--- src/rtl/switch_mcu_regfile_wr_arb_pkg.sv ---
// Shared constants and write-request record for the switch MCU regfile write arbiter.
package switch_mcu_pkg;
  localparam int SWITCH_MCU_XLEN   = 32;
  localparam int SWITCH_MCU_REG_AW = 5;
  localparam logic [SWITCH_MCU_REG_AW-1:0] SWITCH_MCU_REG_ZERO = 5'd0;

  typedef struct packed {
    logic [SWITCH_MCU_REG_AW-1:0] addr;
    logic [SWITCH_MCU_XLEN-1:0]   data;
  } wr_req_t;

  // True when two or more bits are set (clearing the lowest set bit leaves something).
  function automatic logic at_least_two(input logic [7:0] v);
    return (v & (v - 8'd1)) != 8'd0;
  endfunction
endpackage

--- src/rtl/switch_mcu_regfile_wr_arb_if.sv ---
// Request/write-port bundle between the ALU units (master) and the write arbiter (slave).
interface switch_mcu_regfile_wr_arb_if
  import switch_mcu_pkg::*;
  #(parameter int NUM_REQ = 4, parameter int CNT_W = 16);
  logic                                 in_flush;
  logic [NUM_REQ-1:0]                   in_req;
  logic [NUM_REQ*SWITCH_MCU_REG_AW-1:0] in_waddr;
  logic [NUM_REQ*SWITCH_MCU_XLEN-1:0]   in_wdata;
  logic [NUM_REQ-1:0]                   out_gnt;
  logic                                 out_wen;
  logic [SWITCH_MCU_REG_AW-1:0]         out_waddr;
  logic [SWITCH_MCU_XLEN-1:0]           out_wdata;
  logic                                 out_conflict;
  logic [CNT_W-1:0]                     out_stall_cnt;

  modport master (
    output in_flush, in_req, in_waddr, in_wdata,
    input  out_gnt, out_wen, out_waddr, out_wdata, out_conflict, out_stall_cnt
  );
  modport slave (
    input  in_flush, in_req, in_waddr, in_wdata,
    output out_gnt, out_wen, out_waddr, out_wdata, out_conflict, out_stall_cnt
  );
endinterface

--- src/rtl/switch_mcu_regfile_wr_arb_rr_arbiter.sv ---
// One-hot grant generator; round-robin when SWITCH_MCU_WR_ARB_RR_EN is defined,
// otherwise fixed priority with lowest index winning and no pointer state.
module switch_mcu_rr_arbiter
  import switch_mcu_pkg::*;
  #(parameter int NUM_REQ = 4)
  (
    input  logic               clk,
    input  logic               rst,
    input  logic               en,
    input  logic [NUM_REQ-1:0] req,
    output logic [NUM_REQ-1:0] gnt
  );
  logic found;

`ifdef SWITCH_MCU_WR_ARB_RR_EN
  localparam int PW = (NUM_REQ > 1) ? $clog2(NUM_REQ) : 1;
  logic [PW-1:0] ptr, ptr_nxt;
  int            idx;

  // Walk the units starting at ptr, wrapping modulo NUM_REQ; first live request wins.
  always_comb begin
    gnt   = '0;
    found = 1'b0;
    idx   = 0;
    for (int k = 0; k < NUM_REQ; k++) begin
      idx = int'(ptr) + k;
      if (idx >= NUM_REQ) idx = idx - NUM_REQ;
      for (int i = 0; i < NUM_REQ; i++)
        if (en && !found && idx == i && req[i]) begin
          gnt[i] = 1'b1;
          found  = 1'b1;
        end
    end
  end

  always_comb begin
    ptr_nxt = ptr;
    for (int i = 0; i < NUM_REQ; i++)
      if (gnt[i]) ptr_nxt = PW'((i + 1) % NUM_REQ);
  end

  always_ff @(posedge clk) begin
    if (rst) ptr <= '0;
    else     ptr <= ptr_nxt;
  end
`else
  logic unused_clk_rst;
  assign unused_clk_rst = clk ^ rst;

  always_comb begin
    gnt   = '0;
    found = 1'b0;
    for (int i = 0; i < NUM_REQ; i++)
      if (en && !found && req[i]) begin
        gnt[i] = 1'b1;
        found  = 1'b1;
      end
  end
`endif
endmodule

--- src/rtl/switch_mcu_regfile_wr_arb.sv ---
// Regfile write-port arbiter: grant mux, registered write stage with x0 filter, contention stats.
// Build option: SWITCH_MCU_WR_ARB_RR_EN selects round-robin instead of fixed priority.
module switch_mcu_regfile_wr_arb
  import switch_mcu_pkg::*;
  #(parameter int NUM_REQ = 4, parameter int CNT_W = 16)
  (
    input logic                      in_clk,
    input logic                      in_rst,
    switch_mcu_regfile_wr_arb_if.slave bus
  );
  logic [NUM_REQ-1:0] gnt;
  logic               live, multi;
  wr_req_t            sel, wr_q;
  logic               wen_q, conflict_q;
  logic [CNT_W-1:0]   stall_q;

  // Reset and flush both suppress the grant, so nothing reaches the write stage.
  assign live = !in_rst && !bus.in_flush;

  switch_mcu_rr_arbiter #(.NUM_REQ(NUM_REQ)) u_arb (
    .clk (in_clk),
    .rst (in_rst),
    .en  (live),
    .req (bus.in_req),
    .gnt (gnt)
  );

  always_comb begin
    sel = '0;
    for (int i = 0; i < NUM_REQ; i++) begin
      sel.addr = sel.addr | ({SWITCH_MCU_REG_AW{gnt[i]}} & bus.in_waddr[i*SWITCH_MCU_REG_AW +: SWITCH_MCU_REG_AW]);
      sel.data = sel.data | ({SWITCH_MCU_XLEN{gnt[i]}}   & bus.in_wdata[i*SWITCH_MCU_XLEN +: SWITCH_MCU_XLEN]);
    end
  end

  assign multi = at_least_two(8'(bus.in_req)) && !bus.in_flush;

  always_ff @(posedge in_clk) begin
    if (in_rst) begin
      wen_q      <= 1'b0;
      wr_q       <= '0;
      conflict_q <= 1'b0;
      stall_q    <= '0;
    end else begin
      wen_q      <= (|gnt) && (sel.addr != SWITCH_MCU_REG_ZERO);
      if (|gnt) wr_q <= sel;
      conflict_q <= multi;
      if (multi && !(&stall_q)) stall_q <= stall_q + 1'b1;
    end
  end

  assign bus.out_gnt       = gnt;
  assign bus.out_wen       = wen_q;
  assign bus.out_waddr     = wr_q.addr;
  assign bus.out_wdata     = wr_q.data;
  assign bus.out_conflict  = conflict_q;
  assign bus.out_stall_cnt = stall_q;
endmodule

--- src/flat_wrapper.sv ---
// flat-port wrapper written by rule: the top's interface ports become plain ports
module switch_mcu_regfile_wr_arb_flat import switch_mcu_pkg::*;
#(parameter int NUM_REQ = 4, parameter int CNT_W = 16)
  (in_clk, in_rst, bus_in_flush, bus_in_req, bus_in_waddr, bus_in_wdata, bus_out_gnt, bus_out_wen, bus_out_waddr, bus_out_wdata, bus_out_conflict, bus_out_stall_cnt);
  switch_mcu_regfile_wr_arb_if #(.NUM_REQ(NUM_REQ), .CNT_W(CNT_W)) bus_i ();
  input logic in_clk;
  input logic in_rst;
  input wire logic [$bits(bus_i.in_flush)-1:0] bus_in_flush;
  input wire logic [$bits(bus_i.in_req)-1:0] bus_in_req;
  input wire logic [$bits(bus_i.in_waddr)-1:0] bus_in_waddr;
  input wire logic [$bits(bus_i.in_wdata)-1:0] bus_in_wdata;
  output wire logic [$bits(bus_i.out_gnt)-1:0] bus_out_gnt;
  output wire logic [$bits(bus_i.out_wen)-1:0] bus_out_wen;
  output wire logic [$bits(bus_i.out_waddr)-1:0] bus_out_waddr;
  output wire logic [$bits(bus_i.out_wdata)-1:0] bus_out_wdata;
  output wire logic [$bits(bus_i.out_conflict)-1:0] bus_out_conflict;
  output wire logic [$bits(bus_i.out_stall_cnt)-1:0] bus_out_stall_cnt;
  assign bus_i.in_flush = bus_in_flush;
  assign bus_i.in_req = bus_in_req;
  assign bus_i.in_waddr = bus_in_waddr;
  assign bus_i.in_wdata = bus_in_wdata;
  assign bus_out_gnt = bus_i.out_gnt;
  assign bus_out_wen = bus_i.out_wen;
  assign bus_out_waddr = bus_i.out_waddr;
  assign bus_out_wdata = bus_i.out_wdata;
  assign bus_out_conflict = bus_i.out_conflict;
  assign bus_out_stall_cnt = bus_i.out_stall_cnt;
  switch_mcu_regfile_wr_arb #(.NUM_REQ(NUM_REQ), .CNT_W(CNT_W)) u_core (.in_clk(in_clk), .in_rst(in_rst), .bus(bus_i));
endmodule
--- config.mk ---
export PLATFORM = sky130hd
export DESIGN_NAME = switch_mcu_regfile_wr_arb_flat
export DESIGN_NICKNAME = d
export VERILOG_FILES = /design/src/rtl/switch_mcu_regfile_wr_arb_pkg.sv /design/src/rtl/switch_mcu_regfile_wr_arb_if.sv /design/src/rtl/switch_mcu_regfile_wr_arb_rr_arbiter.sv /design/src/rtl/switch_mcu_regfile_wr_arb.sv /design/src/flat_wrapper.sv
export SDC_FILE = /design/constraint.sdc
export NUM_CORES = 1
export LEC_CHECK = 0
export CAP_MARGIN = 30
export CORE_MARGIN = 2
export CORE_UTILIZATION = 38
export CTS_BUF_LIST = sky130_fd_sc_hd__clkbuf_4
export DETAILED_ROUTE_END_ITERATION = 10
export PLACE_DENSITY = 0.95
export RECOVER_POWER = 100
export SLEW_MARGIN = 20
export SYNTH_ARGS = -nofsm -noshare
export SYNTH_HDL_FRONTEND = slang
export SYNTH_HIERARCHICAL = 1
export SYNTH_SLANG_ARGS = --single-unit
--- constraint.sdc ---
create_clock -name in_clk -period 6.4 [get_ports in_clk]
set_input_delay 1.28 -clock in_clk [delete_from_list [all_inputs] [get_ports in_clk]]
set_output_delay 1.28 -clock in_clk [all_outputs]
set_load 0.02 [all_outputs]
# [After elaboration in Yosys (flattened, before gate mapping)]
# Cells that the tools add are included.
[op_classes] addsub=2 muxes=6 n_bitwise=15 reduce_logical=21
[ops] operator="$and 32x32->32" n=4
[ops] operator="$or 32x32->32" n=3
[ops] operator="$and 5x5->5" n=4
[ops] operator="$add 16x1->16 const B" n=1
[ops] operator="$reduce_and 16->1" n=1
[ops] operator="$or 5x5->5" n=3
[ops] operator="$logic_and 1x1->1" n=11
[ops] operator="$and 4x8->8" n=1
[ops] operator="$reduce_bool 8->1" n=1
[ops] operator="$logic_not 1->1" n=6
[ops] operator="$mux 1" n=6
[ops] operator="$reduce_bool 5->1" n=1
[ops] operator="$sub 4x1->5 const B" n=1
[ops] operator="$reduce_or 4->1" n=1
[word_totals] ff_bits=55 inputBits=155 out_inout_bits=59

# [Depth between registers and ports, before layout]
[depth] word_depth=20 depth_mapped=10

# [Cells and area by module]
# Netlist, hierarchy kept.
[modules_own_cells] module="switch_mcu_regfile_wr_arb" n_inst=1 cells_each=324 area_each_um2=2825.2
[modules_own_cells] module="switch_mcu_rr_arbiter" n_inst=1 cells_each=6 area_each_um2=60.1

# [Worst setup path after synthesis]
# Ideal clock, no wire load.
[synth_path] path_type="in2out" from="input port in_rst" to="output port bus_out_gnt[2]" arrival_time_ns=2.539 required_ns=5.120 path_slack_ns=2.581 cell_stages=5 cell_sequence="buf_4 -> clkbuf_1 -> nor2_1 -> nand2b_4 -> nor3b_1"
[synth_between] elab_chain_len=12
[synth_lines] item="start, declared" line_no="flat_wrapper.sv:7" source="input logic in_rst;"
[synth_lines] item="$logic_not 1->1 *" line_no="switch_mcu_regfile_wr_arb.sv:18" source="assign live = !in_rst && !bus.in_flush;"
[synth_lines] item="$logic_and 1x1->1 *" line_no="switch_mcu_regfile_wr_arb.sv:18"
[synth_lines] item="net u_core.live" line_no="switch_mcu_regfile_wr_arb.sv:12" source="logic live, multi;"
[synth_lines] item="$logic_and 1x1->1" line_no="switch_mcu_regfile_wr_arb_rr_arbiter.sv:54" source="if (en && !found && req[i]) begin"
[synth_lines] item="$mux 1" line_no="switch_mcu_regfile_wr_arb_rr_arbiter.sv:54"
[synth_lines] item="$logic_not 1->1" line_no="switch_mcu_regfile_wr_arb_rr_arbiter.sv:54"
[synth_lines] item="$logic_and 1x1->1 (2 in series)" line_no="switch_mcu_regfile_wr_arb_rr_arbiter.sv:54"
[synth_lines] item="$mux 1" line_no="switch_mcu_regfile_wr_arb_rr_arbiter.sv:54"
[synth_lines] item="$logic_not 1->1" line_no="switch_mcu_regfile_wr_arb_rr_arbiter.sv:54"
[synth_lines] item="$logic_and 1x1->1 * (2 in series)" line_no="switch_mcu_regfile_wr_arb_rr_arbiter.sv:54"
[synth_lines] item="$mux 1 *" line_no="switch_mcu_regfile_wr_arb_rr_arbiter.sv:54"
[synth_lines] item="end, declared" line_no="flat_wrapper.sv:12" source="output wire logic [$bits(bus_i.out_gnt)-1:0] bus_out_gnt;"
# The timed path passes the listed nets; every way through them passes the cells marked *.

# [Worst setup path after layout]
[layout_path] from="input port in_rst" to="register u_core.wr_q, in the netlist u_core/bus.out_waddr[1]"
[layout_between] elab_chain_len=18
[layout_lines] item="$logic_not 1->1 *" line_no="switch_mcu_regfile_wr_arb.sv:18"
[layout_lines] item="$logic_and 1x1->1 *" line_no="switch_mcu_regfile_wr_arb.sv:18"
[layout_lines] item="net u_core.live" line_no="switch_mcu_regfile_wr_arb.sv:12"
[layout_lines] item="$logic_and 1x1->1" line_no="switch_mcu_regfile_wr_arb_rr_arbiter.sv:54"
[layout_lines] item="$mux 1" line_no="switch_mcu_regfile_wr_arb_rr_arbiter.sv:54"
[layout_lines] item="$logic_not 1->1" line_no="switch_mcu_regfile_wr_arb_rr_arbiter.sv:54"
[layout_lines] item="$logic_and 1x1->1 (2 in series)" line_no="switch_mcu_regfile_wr_arb_rr_arbiter.sv:54"
[layout_lines] item="$mux 1" line_no="switch_mcu_regfile_wr_arb_rr_arbiter.sv:54"
[layout_lines] item="$logic_not 1->1" line_no="switch_mcu_regfile_wr_arb_rr_arbiter.sv:54"
[layout_lines] item="$logic_and 1x1->1 (2 in series)" line_no="switch_mcu_regfile_wr_arb_rr_arbiter.sv:54"
[layout_lines] item="$mux 1" line_no="switch_mcu_regfile_wr_arb_rr_arbiter.sv:54"
[layout_lines] item="$logic_not 1->1" line_no="switch_mcu_regfile_wr_arb_rr_arbiter.sv:54"
[layout_lines] item="$logic_and 1x1->1 (2 in series)" line_no="switch_mcu_regfile_wr_arb_rr_arbiter.sv:54"
[layout_lines] item="$mux 1" line_no="switch_mcu_regfile_wr_arb_rr_arbiter.sv:54"
[layout_lines] item="$and 5x5->5" line_no="switch_mcu_regfile_wr_arb.sv:31" source="sel.addr = sel.addr | ({SWITCH_MCU_REG_AW{gnt[i]}} & bus.in_waddr[i*SWITCH_MCU_REG_AW +: SWITCH_MCU_REG_AW]);"
[layout_lines] item="$or 5x5->5" line_no="switch_mcu_regfile_wr_arb.sv:31"
[layout_lines] item="end signal, assigned" line_no="switch_mcu_regfile_wr_arb.sv:46" source="if (|gnt) wr_q <= sel;"
[layout_lines] item="end, declared" line_no="switch_mcu_regfile_wr_arb.sv:13" source="wr_req_t sel, wr_q;"
# Marks and branches as above.
# A chain may end at the register's enable or synchronous reset.

==> impl_metrics.py <==
metrics = {
    "outcome": {
        "status": "finished with violations",
        "violations": "max-capacitance violations, max-slew violations",
    },
    "worst_setup_path": {
        "crit_start": "in_rst",
        "endpoint": "u_core/bus.out_waddr[1]",
        "rrSetupSlack_ns": 4.31,
        "startpoint_type": "primary input",
        "ff2ff_path_depth": 5,
        "path_cells": "buf_2 > buf_4 > nor2_1 > nand2b_4 > nor4b_1 > clkbuf_1 > nor4_1 > clkbuf_1 > a21oi_1 > nor2_1",
        "r2r_start": "u_core/bus.out_stall_cnt[0]",
        "slowest_delay_ns": 1.36,
        "crit_arrival_ns": 4.86,
        "path_max_fanout": 57,
        "end_kind": "register",
        "reg2reg_to": "u_core/bus.out_stall_cnt[6]",
        "worstSetupPathType": "in -> reg",
        "cpMaxStageDelayCell": "clkbuf_1",
        "cp_data_required_time_ns": 6.63,
    },
    "die": {
        "die_y_um": 91.1,
        "initial_core_util_pct": 39.6,
        "floorplan.die_area_sq_um": 8310,
        "io_pins": 214,
        "core.rowCount": 31,
        "die_x_um": 91.1,
        "core_area_sq_um": 7290,
    },
    "power": {
        "switchingPower_w": 0.000192,
        "pwr-share-comb_pct": 28.1,
        "p_leak_nw": 1.85,
        "power_frac_seq_pct": 51.0,
        "swShare_pct": 26.8,
        "vdd_ir_drop_max_mv": 0.0760,
        "cellInternalPower_w": 0.000523,
        "clkPwrFrac_pct": 20.9,
        "p_per_area_nw_per_um2": 142,
    },
    "clock_tree": {
        "clk_path_buf_depth": 2,
        "cts_tree": "done",
        "cts_resized": 0,
        "ctsHoldBuffers": 0,
        "clk_latency_ns": 0.36,
        "root_buffer": "clkbuf_4",
        "clock-sinks": 55,
        "path_clk_slew_ns": 0.14,
        "htreeDepth": 2,
        "cts_setup_buffers": 0,
        "cts_buffers": 5,
    },
    "job": {
        "cap_violations": 1,
    },
    "routing": {
        "drt_first_pass_iters": 7,
        "drc": 0,
        "detail_route.wl_per_cell_um": 17.9,
        "viasPerCell": 5.71,
        "ant_nets": 0,
        "drtIter0Drc": 162,
        "vias": 3583,
        "wirelength_mm": 11.2,
    },
    "timing": {
        "skew_ns": 0.0126,
        "fin_crit_ns": 4.63,
        "rsz0062_at_grt": "false",
        "setup_tns_ns": 0,
        "drv_slew": 39,
        "setup_viol": 0,
        "fmax_ghz": 0.216,
        "tightest_slew_ns": 1.84,
        "finalCritPeriodShare_pct": 72.3,
        "timing.slew.headroom_pct": -22.8,
        "setup_slack_ns": 1.77,
        "hold_violations": 0,
    },
    "global_routing": {
        "busiest_layer": "met2",
        "grt_overflow_total": 0,
        "grt_pass1_wl_mm": 17.5,
        "antenna_found_initial": 0,
        "met2_usage_pct": 47.7,
        "grt_use_met1_pct": 29.0,
        "grtUsageTotal_pct": 25.8,
        "grt_max_degree": 58,
        "grtUsageMet3_pct": 5.15,
        "grt_pass1_vias": 3555,
    },
    "synthesis": {
        "async_flop_share_pct": 0,
        "ys_types": 49,
        "syn-num-nets": 486,
        "synth_edf_count": 0,
        "synth_ff_type": "dfxtp_1",
        "yosysSeqAreaShare_pct": 38.2,
        "synth_area_sq_um": 2890,
        "yosysWarningCount": 6,
        "ys_seq_elements": 55,
        "synthCells": 330,
        "postSynthAreaPerCell_sq_um": 8.74,
    },
    "layout": {
        "final_nets": 683,
        "antenna_cells": 0,
        "fill_cells": 571,
        "area_growth_pct": 74.7,
        "drive_above_1_share_pct": 4.55,
    },
    "place": {
        "dp_hpwl_mm": 8.65,
        "post-place-ws_ns": 2.05,
        "numPortBuffers": 213,
        "finalWeightedCongestion": 0.879,
    },
    "min_path": {
        "hp-class": "reg -> reg",
    },
}
placed cells by master (no fill, tap or decap), types with 3 or more instances in the layout:
cell / count
or4_1: 7
buf_4: 4
nand2_1: 40
nor4_1: 4
a31oi_1: 32
nand4_1: 3
inv_1: 6
nor2_1: 9
dfxtp_1: 55
clkbuf_4: 6
dlygate4sd3_1: 60
clkbuf_1: 3
o21ai_0: 5
or3_1: 3
clkdlybuf4s50_1: 152
o211ai_1: 3
nand3_1: 4
a22oi_1: 72
a21oi_1: 16
o31ai_1: 8
logic make-up (layout without fill, tap and decap cells):
logic type / count (synthesis) / count (layout) / share of synthesized area (%)
muxes: 2 / 2 / 1.04
AOI/OAI and AO/OA: 146 / 146 / 36.0
buffers and inverters: 36 / 234 / 6.16
DFF: 55 / 55 / 38.2
and+or+nand+nor: 89 / 89 / 17.9
adders and majority gates: 2 / 2 / 0.781
per-layer routing:
metal | up-vias | part of all wire (%) | wire length [um]
met5 | - | 0 | 0
met4 | 0 | 2.9 | 327
met3 | 24 | 6.2 | 691
met2 | 159 | 53 | 5920
met1 | 1700 | 38 | 4290
li1 | 1700 | - | -
flip-flops by register name, indices dropped and copies added, names as in the netlist:
register	flops
u_core/bus.out_wdata	32
u_core/bus.out_stall_cnt	16
u_core/bus.out_conflict	1
u_core/bus.out_wen	1
u_core/bus.out_waddr	5
stage by stage:
step / hold slack, ns / util (%) / total power, W / cells / instance area (sq um)
5_1_grt: 0.498 / 69.1 / 0.000749 / 627 / 5040
6_report: 0.470 / 69.1 / 0.000715 / 627 / 5040
3_5_place_dp: 0.457 / 69.3 / 0.000582 / 619 / 5050
3_3_place_gp: 0.445 / 69.3 / 0.000576 / 619 / 5050
2_1_floorplan: 0.535 / - / 0.000440 / 330 / 2890
4_1_cts: 0.476 / 70.0 / 0.000731 / 627 / 5100
critical path, delay by kind of cell:
| family | cells | cell delay, ns |
|---|---|---|
| buffers and inverters | 4 | 2.21 |
| AND/OR/NAND/NOR | 5 | 1.04 |
| AO/OA/AOI/OAI | 1 | 0.27 |
cells in the mapped netlist, types with 4 or more instances:
cell      number  area share (%)
a21oi_1       16             2.8
a22oi_1       72              19
a31oi_1       32             6.9
clkbuf_1      18             2.3
dfxtp_1       55              38
inv_1          6            0.78
nand2_1       40             5.2
nand3_1        4            0.69
nor2_1        10             1.3
nor4_1         4            0.87
o21ai_0        5            0.87
o31ai_1        8             2.1
or4_1          7             1.8
final cells by class:
type                            instances  area, sq um  share of cell area (%)
Clock inverter                          2         7.51                   0.149
Tap cell                               99          124                    2.46
Inverter                                6         22.5                   0.447
Clock buffer                            6         45.0                   0.894
Multi-Input combinational cell        239         1570                    31.2
Timing Repair Buffer                  220         2170                    43.0
Sequential cell                        55         1100                    21.8
power by group through the flow:
stage | combinational (W) | clock [W] | sequential, W
floorplan | 0.0000492 | 0 | 0.000391
global placement | 0.000204 | 0 | 0.000373
detailed placement | 0.000209 | 0 | 0.000373
CTS | 0.000210 | 0.000156 | 0.000366
global route | 0.000213 | 0.000168 | 0.000367
finish | 0.000201 | 0.000149 | 0.000365
worst min path at each step:
| stage | cells after the start | to | slack [ns] | start |
|---|---|---|---|---|
| 6_report | 2 | u_core/bus.out_waddr[3] | 0.47 | u_core/bus.out_waddr[3] |
| 5_1_grt | 2 | u_core/bus.out_waddr[3] | 0.50 | u_core/bus.out_waddr[3] |
| 4_1_cts | 2 | u_core/bus.out_waddr[3] | 0.48 | u_core/bus.out_waddr[3] |
| 3_5_place_dp | 2 | u_core/bus.out_waddr[3] | 0.46 | u_core/bus.out_waddr[3] |
| 3_3_place_gp | 2 | u_core/bus.out_waddr[3] | 0.45 | u_core/bus.out_waddr[3] |
| 2_1_floorplan | 2 | u_core/bus.out_waddr[3] | 0.53 | u_core/bus.out_waddr[3] |
No activity file was read; power rests on OpenSTA's default activity.
